$ cat src/rtl/lmem_pkg.sv
// Shared definitions for the layer-memory arbiter: requester IDs, memory
// select codes, default widths and the arbiter FSM state type.
package lmem_pkg;

    localparam int N_REQ = 3;
    localparam int AW    = 12;
    localparam int DW    = 20;

    localparam logic [1:0] REQ_CONV = 2'd0;
    localparam logic [1:0] REQ_RELU = 2'd1;
    localparam logic [1:0] REQ_POOL = 2'd2;

    localparam logic [2:0] CSEL_L0 = 3'b001;
    localparam logic [2:0] CSEL_L1 = 3'b011;

    typedef enum logic {
        ST_IDLE = 1'b0,
        ST_LOCK = 1'b1
    } state_t;

endpackage

$ cat src/rtl/lmem_arbiter_rr_pick.sv
// Combinational round-robin picker: one-hot grant to the first requester at
// or after the pointer, wrapping around the requester count.
module rr_pick #(
    parameter int N  = 3,
    parameter int PW = 2
) (
    input  logic [N-1:0]  req,
    input  logic [PW-1:0] ptr,
    output logic [N-1:0]  gnt
);

    // Scan upward from the pointer and keep only the first active request
    always_comb begin
        int  idx_s;
        logic found_s;
        gnt     = '0;
        idx_s   = 0;
        found_s = 1'b0;
        for (int k = 0; k < N; k++) begin
            idx_s = (int'(ptr) + k) % N;
            if (!found_s && req[idx_s]) begin
                gnt[idx_s] = 1'b1;
                found_s    = 1'b1;
            end else begin
                found_s = found_s;
            end
        end
    end

endmodule

$ cat src/rtl/lmem_arbiter.sv
// Layer-memory arbiter: round-robin grant with optional ownership lock,
// registered memory command port and a two-cycle read return path.
module lmem_arbiter
    import lmem_pkg::*;
#(
    parameter int N_REQ = lmem_pkg::N_REQ,
    parameter int AW    = lmem_pkg::AW,
    parameter int DW    = lmem_pkg::DW
) (
    input  logic                clk,
    input  logic                reset,
    input  logic [N_REQ-1:0]    req,
    input  logic [N_REQ-1:0]    lock,
    input  logic [N_REQ-1:0]    we,
    input  logic [3*N_REQ-1:0]  sel,
    input  logic [AW*N_REQ-1:0] addr,
    input  logic [DW*N_REQ-1:0] wdata,
    output logic [N_REQ-1:0]    gnt,
    output logic [N_REQ-1:0]    rvalid,
    output logic [DW-1:0]       rdata,
    input  logic                quiesce,
    output logic                idle,
    output logic [2:0]          csel,
    output logic                cwr,
    output logic                crd,
    output logic [AW-1:0]       caddr_wr,
    output logic [AW-1:0]       caddr_rd,
    output logic [DW-1:0]       cdata_wr,
    input  logic [DW-1:0]       cdata_rd
);

    localparam int PW = (N_REQ > 1) ? $clog2(N_REQ) : 1;

    state_t            state_r, state_nx_s;
    logic [PW-1:0]     ptr_r, ptr_nx_s, owner_r, owner_nx_s;
    logic [N_REQ-1:0]  rr_gnt_s, gnt_s, acc_s, rd_pend_r, rvalid_r;
    logic              acc_any_s, acc_we_s, acc_lock_s, idle_nx_s;
    logic [PW-1:0]     acc_idx_s;
    logic [2:0]        acc_sel_s, csel_r;
    logic [AW-1:0]     acc_addr_s, caddr_wr_r, caddr_rd_r;
    logic [DW-1:0]     acc_wdata_s, cdata_wr_r, rdata_r;
    logic              cwr_r, crd_r, idle_r;

    function automatic logic [PW-1:0] wrap_inc(input logic [PW-1:0] i);
        if (i == PW'(N_REQ - 1)) return '0;
        else return i + PW'(1);
    endfunction

    rr_pick #(.N(N_REQ), .PW(PW)) u_rr_pick (
        .req (req),
        .ptr (ptr_r),
        .gnt (rr_gnt_s)
    );

    // Grant: round-robin when free, owner-only when locked, none under reset/quiesce
    always_comb begin
        gnt_s = '0;
        if (reset || quiesce) begin
            gnt_s = '0;
        end else begin
            case (state_r)
                ST_IDLE: gnt_s = rr_gnt_s;
                ST_LOCK: begin
                    if (req[owner_r]) gnt_s[owner_r] = 1'b1;
                    else gnt_s = '0;
                end
                default: gnt_s = '0;
            endcase
        end
    end

    // Decode the accepted access and mux out the winner's command fields
    always_comb begin
        acc_s       = req & gnt_s;
        acc_any_s   = |acc_s;
        acc_we_s    = |(acc_s & we);
        acc_lock_s  = |(acc_s & lock);
        acc_idx_s   = '0;
        acc_sel_s   = 3'b000;
        acc_addr_s  = '0;
        acc_wdata_s = '0;
        for (int i = 0; i < N_REQ; i++) begin
            if (acc_s[i]) begin
                acc_idx_s   = PW'(i);
                acc_sel_s   = sel[3*i +: 3];
                acc_addr_s  = addr[AW*i +: AW];
                acc_wdata_s = wdata[DW*i +: DW];
            end else begin
                acc_idx_s = acc_idx_s;
            end
        end
    end

    // Next-state: lock takes ownership, pointer moves past whoever finished
    always_comb begin
        state_nx_s = state_r;
        ptr_nx_s   = ptr_r;
        owner_nx_s = owner_r;
        case (state_r)
            ST_IDLE: begin
                if (acc_any_s && acc_lock_s) begin
                    state_nx_s = ST_LOCK;
                    owner_nx_s = acc_idx_s;
                end else if (acc_any_s) begin
                    ptr_nx_s = wrap_inc(acc_idx_s);
                end else begin
                    state_nx_s = ST_IDLE;
                end
            end
            ST_LOCK: begin
                // Quiesce abandons ownership without rotating the pointer
                if (quiesce) begin
                    state_nx_s = ST_IDLE;
                end else if (!req[owner_r] || (acc_any_s && !acc_lock_s)) begin
                    state_nx_s = ST_IDLE;
                    ptr_nx_s   = wrap_inc(owner_r);
                end else begin
                    state_nx_s = ST_LOCK;
                end
            end
            default: state_nx_s = ST_IDLE;
        endcase
        idle_nx_s = (state_nx_s == ST_IDLE) && !acc_any_s && (rd_pend_r == '0);
    end

    // Arbitration state registers
    always_ff @(posedge clk) begin
        if (reset) begin
            state_r <= ST_IDLE;
            ptr_r   <= '0;
            owner_r <= '0;
        end else begin
            state_r <= state_nx_s;
            ptr_r   <= ptr_nx_s;
            owner_r <= owner_nx_s;
        end
    end

    // Memory command stage, read-return pipeline and idle flag
    always_ff @(posedge clk) begin
        if (reset) begin
            cwr_r      <= 1'b0;
            crd_r      <= 1'b0;
            csel_r     <= 3'b000;
            caddr_wr_r <= '0;
            caddr_rd_r <= '0;
            cdata_wr_r <= '0;
            rd_pend_r  <= '0;
            rvalid_r   <= '0;
            rdata_r    <= '0;
            idle_r     <= 1'b1;
        end else begin
            cwr_r     <= acc_we_s;
            crd_r     <= acc_any_s && !acc_we_s;
            csel_r    <= acc_sel_s;
            rd_pend_r <= acc_s & ~we;
            rvalid_r  <= rd_pend_r;
            idle_r    <= idle_nx_s;
            if (acc_we_s) begin
                caddr_wr_r <= acc_addr_s;
                cdata_wr_r <= acc_wdata_s;
            end
            if (acc_any_s && !acc_we_s) caddr_rd_r <= acc_addr_s;
            if (|rd_pend_r) rdata_r <= cdata_rd;
        end
    end

    assign gnt      = gnt_s;
    assign rvalid   = rvalid_r;
    assign rdata    = rdata_r;
    assign idle     = idle_r;
    assign csel     = csel_r;
    assign cwr      = cwr_r;
    assign crd      = crd_r;
    assign caddr_wr = caddr_wr_r;
    assign caddr_rd = caddr_rd_r;
    assign cdata_wr = cdata_wr_r;

endmodule

$ cat config.mk
export PLATFORM = sky130hd
export DESIGN_NAME = lmem_arbiter
export DESIGN_NICKNAME = d
export VERILOG_FILES = /design/src/rtl/lmem_pkg.sv /design/src/rtl/lmem_arbiter_rr_pick.sv /design/src/rtl/lmem_arbiter.sv
export SDC_FILE = /design/constraint.sdc
export NUM_CORES = 1
export LEC_CHECK = 0
export BUFFER_PORTS_ARGS = -buffer_cell sky130_fd_sc_hd__buf_2
export CAP_MARGIN = 20
export CELL_PAD_IN_SITES_DETAIL_PLACEMENT = 0
export CELL_PAD_IN_SITES_GLOBAL_PLACEMENT = 1
export CORE_MARGIN = 2
export CORE_UTILIZATION = 28
export DETAILED_ROUTE_END_ITERATION = 7
export PLACE_DENSITY = 0.73
export SLEW_MARGIN = 0
export SYNTH_ARGS = -nofsm -noshare
export SYNTH_HDL_FRONTEND = slang
export SYNTH_SLANG_ARGS = --single-unit
export TNS_END_PERCENT = 5
$ cat constraint.sdc
create_clock -name clk -period 3 [get_ports clk]
set_clock_uncertainty 0.15 [all_clocks]
set_input_delay 0.15 -clock clk [delete_from_list [all_inputs] [get_ports clk]]
set_output_delay 0.15 -clock clk [all_outputs]
set_load 0.02 [all_outputs]
==> results of run 1 <==
worst min-delay path, delay by kind of cell:
kind / cells / cell delay [ps]
AO/OA/AOI/OAI: 2 / 220
buffers and inverters: 2 / 130
metal layers:
layer / up-vias / global-route usage [%]
met4: 0 / 7.14
met3: 20 / 4.34
li1: 2315 / -
met2: 200 / 32.2
met1: 2226 / 21.9
met5: - / 0
cell families (layout without fill, tap and decap cells):
logic type	count (synthesis)	in the layout	synth area share, %
buffers and inverters	69	318	7.02
adder cells (fa/ha/maj)	4	4	1.23
AND/OR/NAND/NOR	209	209	24.5
AO/OA/AOI/OAI	135	135	22.4
flip-flops	81	81	39.9
multiplexers	20	20	4.99
area by class of cell:
class,count,area [µm²]
clock buffer,9,225
clock inverter,7,106
fill,1424,8100
inverter,21,78.8
multi-input combinational,368,2220
sequential,81,1620
tap,184,230
timing repair buffer,281,1780
cells in the final DEF, fill, tap and decap left out, drive strengths merged, types with 4 or more instances in the layout:
cell,Yosys,final
nor2b,8,8
or3,4,4
nor2,29,29
nand2b,14,14
clkbuf,33,10
o211ai,4,4
a31oi,5,5
inv,21,26
dfxtp,81,81
mux2i,18,18
nand3b,12,12
dlygate4sd3,0,32
nor3,4,4
a221o,11,11
nand3,35,35
a21oi,60,60
o21ai,18,18
ha,4,4
buf,15,248
nand2,92,92
a311o,21,21
how the worst max path moves through the flow:
stage                     slack (ps)            to      from  cells after the start
after floorplan                  -30      ptr_r[0]  ptr_r[0]                     12
after global placement           -20  cdata_wr[10]  ptr_r[0]                     12
after detailed placement        -130  cdata_wr[14]  ptr_r[0]                     12
after CTS                         20  cdata_wr[14]  ptr_r[0]                     12
after global routing             -60  cdata_wr[14]  ptr_r[0]                     13
final                             30  cdata_wr[14]  ptr_r[0]                     13
state kept, by name, summed over array words and instances, names as in the netlist:
| name | count |
|---|---|
| cwr | 1 |
| idle | 1 |
| caddr_wr | 12 |
| state_r | 1 |
| owner_r | 2 |
| rvalid | 3 |
| caddr_rd | 12 |
| cdata_wr | 20 |
| ptr_r | 2 |
| csel | 3 |
| crd | 1 |
| rdata | 20 |
| rd_pend_r | 3 |
metrics by stage:
step	instances	total power, mW	setup TNS, ps	hold WS (ps)	setup WS [ps]
floorplan	518	1.58	-59.4	72.4	-32.1
global placement	898	1.87	-294	229	-17.1
detailed placement	898	1.88	-2620	221	-133
CTS	948	3.19	0	40.2	22.0
global route	951	3.34	-527	52.4	-60.4
finish	951	3.18	0	58.6	29.6
timing repair:
action	4_1_cts	5_1_grt
endpoints found under the setup margin	45	44
pin swaps	2	4
setup buffers	2	2
hold buffers	32	0
hold endpoints to repair	26	0
gates cloned	0	1
gates resized for setup	9	13
power by group through the flow:
stage / sequential [mW] / combinational [mW] / clock (mW)
floorplan: 1.22 / 0.364 / 0
global placement: 1.17 / 0.701 / 0
detailed placement: 1.17 / 0.705 / 0
CTS: 1.15 / 0.761 / 1.28
global route: 1.15 / 0.866 / 1.32
finish: 1.15 / 0.799 / 1.24
==> results.cfg, run 1 <==
[critical_path]
endpoint_kind = register
reg2reg_from = ptr_r[0]
critical_path_peak_fanout = 12
crit_buf_inv = 5
critPathLaunchType = register
rrSetupSlack_ps = 30
critPathKind = reg2reg
cp_slowest_cell = or4b_1
cpLargestDelayFamily = compound AO/OA/AOI/OAI gates
reg2reg_depth = 13
critPathMaxStageDelay_ps = 460
cp.arrival_ps = 3080
crit_top_cell = inv_2
worstReg2RegEnd = cdata_wr[14]
cp.required_ps = 3110
path_cells = inv_2, ha_4, a22o_1, or4b_1, o2111a_1, or2_1, inv_2, a222oi_1, buf_4, buf_8, buf_12, a311o_1, a21oi_2

[yosys]
synth.most_common_cell = nand2_1
ys_top_cells_by_area = dfxtp_1 40%, nand2_1 8.4%, a21oi_1 7.4%, a311o_1 5.2%, mux2i_1 4.4%
syn_inst = 518
synth.ff_latch_count = 81
synth_top_area_share_pct = 39.9
synthArstFlopShare_pct = 0
netlist_area_um2 = 4070
synthDistinctLibCells = 49
yosys-top-cells-count = 91 x nand2_1, 81 x dfxtp_1, 60 x a21oi_1
ys_warn_count = 0
ys_seq_area_share_pct = 39.9
synth_ff_type = dfxtp_1
yosysTopAreaCell = dfxtp_1
synth_fp_nets = 659
synth_area_per_cell_um2 = 7.85
synth_edf_count = 0

[power]
power_leakage_nw = 2.83
p_clk_share_pct = 38.8
p_sw_share_pct = 29.8
vdd_ir_drop_max_v = 0.000222
share_comb_of_total_power_pct = 25.1
seq_power_share_pct = 36.1
intPower_mw = 2.23
power_density_nw_per_um2 = 508
p_sw_mw = 0.949

[global_route]
antenna_found_initial = 0
grt_pass1_wl_um = 23400
grt_pass1_vias = 4752
grt_start_max_net_pins = 89
grt_overflow_total = 0
track_usage_pct = 18.5

[detailed_routing]
viasPerCell = 5.01
vias = 4761
route.detailed.drc = 0
avgRoutedWirePerCell_um = 15.5
met1_length_um = 6270
first_pass_iters = 5
postRouteAntennaNets = 0
drt_iter0_drc = 256
highest_layer = met4
wl_met3_um = 1110
routed_wl_um = 14800
met2_length_um = 7120

[floorplanning]
dieArea_um2 = 15500
rows = 44
chipHeight_um = 124
core_um2 = 14400
start_util_pct = 28.3
fp.dieW_um = 124
io_pins = 213

[status]
status = finished clean

[clock_network]
ctsLongestPathBuffers = 2
clkLatencyLatePin_ps = 330
cts_buffers = 9
cts_tree = yes
cts_sinks = 81
root_buffer = clkbuf_16
htreeDepth = 3
cts.clk_slew.worst_paths_ps = 60

[worst_hold_path]
whs_path_depth = 4
hold_class = in2reg
holdPathEnd = caddr_wr[4]
min_from = addr[28]

[timing]
slew_violations = 0
hold_violations = 0
tightest_slew_ps = 947
min_period_ps = 2970
finalSetupViolCount = 0
clock.fmax_mhz = 337
finalCritPeriodShare_pct = 99.0
rsz0062_at_grt = true
slew_headroom_pct = 36.9

[layout]
layout-drive-gt1-share_pct = 36.5
fin_nets = 903
diodes = 0
design_area_um2 = 6270
final_core_util_pct = 43.6
area_delta_synth_final_pct = 54.2

[place]
port_buffers = 212
place.gp.congestion = 0.854
placed_area_um2 = 5450
dp_hpwl_um = 10400

[job]
drv_cap = 0
(Power assumes the default switching activity.)
==> run 2, diff against run 1 <==
--- a/config.mk
+++ b/config.mk
@@ -9,10 +9,12 @@
 export CAP_MARGIN = 20
 export CELL_PAD_IN_SITES_DETAIL_PLACEMENT = 0
 export CELL_PAD_IN_SITES_GLOBAL_PLACEMENT = 1
+export CORE_ASPECT_RATIO = 2
 export CORE_MARGIN = 2
 export CORE_UTILIZATION = 28
 export DETAILED_ROUTE_END_ITERATION = 7
 export PLACE_DENSITY = 0.73
+export SETUP_SLACK_MARGIN = 0.5
 export SLEW_MARGIN = 0
 export SYNTH_ARGS = -nofsm -noshare
 export SYNTH_HDL_FRONTEND = slang
==> run 2 against run 1 <==
Effect of this change:
- register-to-register slack hardly changed
- design area is 2.3% lower
- sequential cell count stayed put
- global-route usage is 1.3 points higher
- critical endpoint is now gnt[1]
==> results.cfg, run 2 (synthesized netlist as in run 1, its figures left out) <==
[status]
status = finished clean

[job]
drv_cap = 0

[critical_path]
critPathKind = reg2out
critical_path_peak_fanout = 34
endpoint_kind = output pin
critPathLaunchType = register
cp.arrival_ps = 2660
cp.required_ps = 2700
worstReg2RegEnd = cdata_wr[14]
rrSetupSlack_ps = 40
reg2reg_from = ptr_r[0]
reg2reg_depth = 12
critical_path.startpoint = ptr_r[0]

[detailed_routing]
vias = 4789
routed_wl_um = 15400
viasPerCell = 5.07
avgRoutedWirePerCell_um = 16.4
first_pass_iters = 5
route.detailed.drc = 0
postRouteAntennaNets = 0
drt_iter0_drc = 212

[worst_hold_path]
min_from = lock[0]
whs_path_depth = 4
hold_class = in2reg
holdPathEnd = state_r

[clock_network]
ctsLongestPathBuffers = 2
clkLatencyLatePin_ps = 330
cts.clk_slew.worst_paths_ps = 60
htreeDepth = 3
cts_tree = yes
cts_buffers = 9
cts_sinks = 81
root_buffer = clkbuf_16

[power]
power_leakage_nw = 2.73
power_density_nw_per_um2 = 515
vdd_ir_drop_max_v = 0.000255
total_power_mw = 3.16

[floorplanning]
fp.dieW_um = 89.2
rows = 62
start_util_pct = 28.5
dieArea_um2 = 15600
io_pins = 213
core_um2 = 14300
chipHeight_um = 174

[timing]
slew_headroom_pct = 41.2
clock.fmax_mhz = 338
tns_ps = 0
slew_violations = 0
setup_ws_ps = 38.2
min_period_ps = 2960
finalCritPeriodShare_pct = 98.7
rsz0062_at_grt = true
tightest_slew_ps = 882
hold_violations = 0
finalSetupViolCount = 0

[global_route]
antenna_found_initial = 2
grt_pass1_vias = 4839
grt_start_max_net_pins = 89
track_usage_pct = 19.8
grt_pass1_wl_um = 24100
grt_overflow_total = 0

[layout]
fin_nets = 886
final_core_util_pct = 42.9
layout_common_cells = 211 x buf_2, 90 x nand2_1, 79 x dfxtp_1
stdcell_count = 944
final_common_cell = buf_2
area_delta_synth_final_pct = 50.7
layout-drive-gt1-share_pct = 35.6
final.fill_count = 1549

[place]
place.gp.congestion = 0.898
dp_hpwl_um = 10900
dpl.cell_count = 888
place_ws_ps = -42.2
port_buffers = 212
[run 2: timing repair]
action | in CTS | in global routing
hold buffers | 32 | 0
buffers inserted | 3 | 3
setup endpoints to repair | 57 | 58
cloned | 0 | 0
pin swaps | 1 | 20
hold endpoints to repair | 26 | 0
gates resized for setup | 1 | 8
[run 2: how the worst max path moves through the flow]
stage | end | slack, ps | cells past startpoint
after global placement | cdata_wr[19] | 50 | 12
after global routing | cdata_wr[5] | -100 | 12
after floorplan | ptr_r[0] | 120 | 10
after CTS | cdata_wr[14] | 9 | 12
after detailed placement | cdata_wr[14] | -40 | 12
final | gnt[1] | 40 | 10
[run 2: final cells by class]
class	count	area, µm²	share of cell area, %
diodes	2	5.00	0.0817
clock buffers	9	225	3.68
clock inverters	7	106	1.74
inverters	21	81.3	1.33
multi-input cells	368	2220	36.3
flip-flops and latches	81	1630	26.6
well taps	192	240	3.92
repair buffers	264	1620	26.4
[run 2: worst max-delay path, cell delays in order (launching register included)]
cell	delay, ps
dfxtp_4	370
inv_4	40
ha_4	240
a22o_1	240
or4b_1	470
o2111a_1	130
or2_1	230
inv_2	100
buf_12	120
buf_16	190
buf_4	170
[run 2: power breakdown]
part / total [mW] / switching, mW / internal, mW / leakage [nW]
combinational: 0.774 / 0.432 / 0.342 / 1.91
sequential: 1.15 / 0.0292 / 1.12 / 0.656
clock: 1.23 / 0.482 / 0.746 / 0.163
[run 2: metrics by stage]
stage | hold WS, ps | area [µm²]
CTS | 36.7 | 6060
floorplan | 72.4 | 4140
global placement | 218 | 5380
global route | 62.4 | 6130
detailed placement | 208 | 5380
finish | 54.5 | 6130
[run 2: routing by layer]
layer | vias up | routed length [µm] | GRT usage, %
met4 | 0 | 820 | 11.5
li1 | 2277 | - | -
met3 | 48 | 849 | 3.09
met1 | 2257 | 5480 | 21.5
met2 | 207 | 8290 | 34.7
met5 | - | 0 | 0
==> run 3, diff against run 2 <==
--- a/config.mk
+++ b/config.mk
@@ -6,10 +6,9 @@
 export NUM_CORES = 1
 export LEC_CHECK = 0
 export BUFFER_PORTS_ARGS = -buffer_cell sky130_fd_sc_hd__buf_2
-export CAP_MARGIN = 20
 export CELL_PAD_IN_SITES_DETAIL_PLACEMENT = 0
 export CELL_PAD_IN_SITES_GLOBAL_PLACEMENT = 1
-export CORE_ASPECT_RATIO = 2
+export CORE_ASPECT_RATIO = 0.7
 export CORE_MARGIN = 2
 export CORE_UTILIZATION = 28
 export DETAILED_ROUTE_END_ITERATION = 7
==> run 3 against run 2 <==
Effect of this change:
- clock power shrank 14%
- wire length shrank 5.9%
- critical path depth grew 2
- non-clock buffer count grew 4
- via count shrank 2.4%
- worst setup slack gained 7.7 ps
- sequential share of layout area shrank 0.35 points
- utilization grew 1.3 points
- first-iteration DRC count grew 42%
- clock-buffer cell count grew 1
- power shrank 4.4%
==> results.cfg, run 3 (synthesized netlist as in run 1, its figures left out) <==
[layout]
final_core_util_pct = 44.2
final_common_cell = buf_2
fin_nets = 890
final.fill_count = 1399
multi_input_area_um2 = 2290
layout_common_cells = 211 x buf_2, 90 x nand2_1, 79 x dfxtp_1
area_delta_synth_final_pct = 52.7
layout-drive-gt1-share_pct = 37.7
regArea_um2 = 1630

[detailed_routing]
routed_wl_um = 14500
drt_iter0_drc = 302
postRouteAntennaNets = 0
viasPerCell = 4.95
route.detailed.drc = 0
avgRoutedWirePerCell_um = 15.4
vias = 4674
first_pass_iters = 6

[critical_path]
worstReg2RegEnd = cdata_wr[9]
reg2reg_depth = 12
endpoint_kind = register
critPathMaxStageDelay_ps = 480
cp_slowest_cell = or4b_1
rrSetupSlack_ps = 50
reg2reg_from = ptr_r[0]
critPathKind = reg2reg
critical_path_peak_fanout = 12
path_cells = inv_2, ha_4, a22o_1, or4b_1, o2111a_1, or2_4, inv_4, a222oi_1, buf_4, buf_12, a311o_1, a21oi_1
critPathLaunchType = register
cp.arrival_ps = 3060
cp.required_ps = 3110
crit_buf_inv = 4
cpLargestDelayFamily = compound AO/OA/AOI/OAI gates

[timing]
tns_ps = 0
rsz0062_at_grt = true
hold_violations = 0
tightest_slew_ps = 899
clock.fmax_mhz = 339
finalCritPeriodShare_pct = 98.5
slew_violations = 0
min_period_ps = 2950
slew_headroom_pct = 40.1
finalSetupViolCount = 0

[global_route]
grt_overflow_total = 0
antenna_found_initial = 1
track_usage_pct = 17.7
grt_start_max_net_pins = 89
grt_pass1_wl_um = 22400
grt_pass1_vias = 4321

[clock_network]
htreeDepth = 3
cts_tree = yes
cts_sinks = 81
cts.clk_slew.worst_paths_ps = 70
cts_buffers = 9
ctsLongestPathBuffers = 2
root_buffer = clkbuf_16
clkLatencyLatePin_ps = 330

[worst_hold_path]
whs_path_depth = 4
holdPathEnd = cdata_wr[14]
min_from = wdata[34]
hold_class = in2reg

[place]
place.gp.congestion = 0.810
dp_hpwl_um = 9920
port_buffers = 212

[floorplanning]
io_pins = 213
chipHeight_um = 105
rows = 36
start_util_pct = 28.9
core_um2 = 14100
fp.dieW_um = 148
dieArea_um2 = 15500

[power]
vdd_ir_drop_max_v = 0.000353
power_leakage_nw = 2.76
power_density_nw_per_um2 = 486

[job]
drv_cap = 0

[status]
status = finished clean
run 3: cell count changes in the layout (fill, tap and decap cells not counted), moves of 2 or more:
cell        change
buf_12          +2
a21oi_1         -9
clkinvlp_4      +2
a21oi_2         +9
bufinv_16       -2
run 3: area by class of cell:
type	count	share of cell area [%]
Antenna cell	1	0.0403
Clock buffer	10	3.85
Clock inverter	6	0.786
Inverter	21	1.31
Multi-Input combinational cell	368	36.9
Sequential cell	81	26.2
Tap cell	190	3.83
Timing Repair Buffer	268	27.1
run 3: worst reg2reg max path, delay by kind of cell (launching register included):
family                     cells  cell delay, ps
buffers and inverters          4             500
and+or+nand+nor                2             740
DFF                            1             340
adders and majority gates      1             260
AOI/OAI and AO/OA              5             890
run 3: report_power, final:
part / internal, mW / switching (mW) / leakage, nW
Clock: 0.594 / 0.469 / 0.137
Sequential: 1.12 / 0.0270 / 0.656
Combinational: 0.365 / 0.437 / 1.97
Total: 2.08 / 0.934 / 2.76
run 3: metal layers:
metal  vias up  part of all wire, %  track usage, %
met3        13                  8.1            4.59
met2       208                   46            28.9
met4         0                 0.66            3.20
met1      2160                   46            23.9
li1       2293                    -               -
met5         -                    0               0
run 3: metrics by stage:
step                setup slack [ps]  cells  total power [mW]  hold slack [ps]  cell area [µm²]
global placement                99.0    888              1.86              220             5410
finish                          45.9    945              3.02             71.5             6210
global route                   -39.0    944              3.16             66.6             6200
floorplan                        124    518              1.61             72.4             4140
detailed placement             -8.06    888              1.87              212             5410
CTS                             77.7    938              3.02             51.3             6080
run 3: timing repair:
item                       4_1_cts  5_1_grt
gates cloned                     1        0
hold buffers                    32        0
hold endpoints to repair        26        0
gates resized for setup          6       21
setup endpoints to repair       57       57
buffers inserted                 1        6
pin swaps                        2       19
run 3: worst max path at each step:
stage,cells past startpoint,endpoint,slack (ps),start
final,12,cdata_wr[9],50,ptr_r[0]
after global routing,12,cdata_wr[16],-40,ptr_r[0]
after CTS,12,cdata_wr[9],80,ptr_r[0]
after detailed placement,11,caddr_wr[5],-8,ptr_r[0]
after global placement,11,caddr_wr[8],100,ptr_r[0]
after floorplan,10,ptr_r[0],120,ptr_r[0]
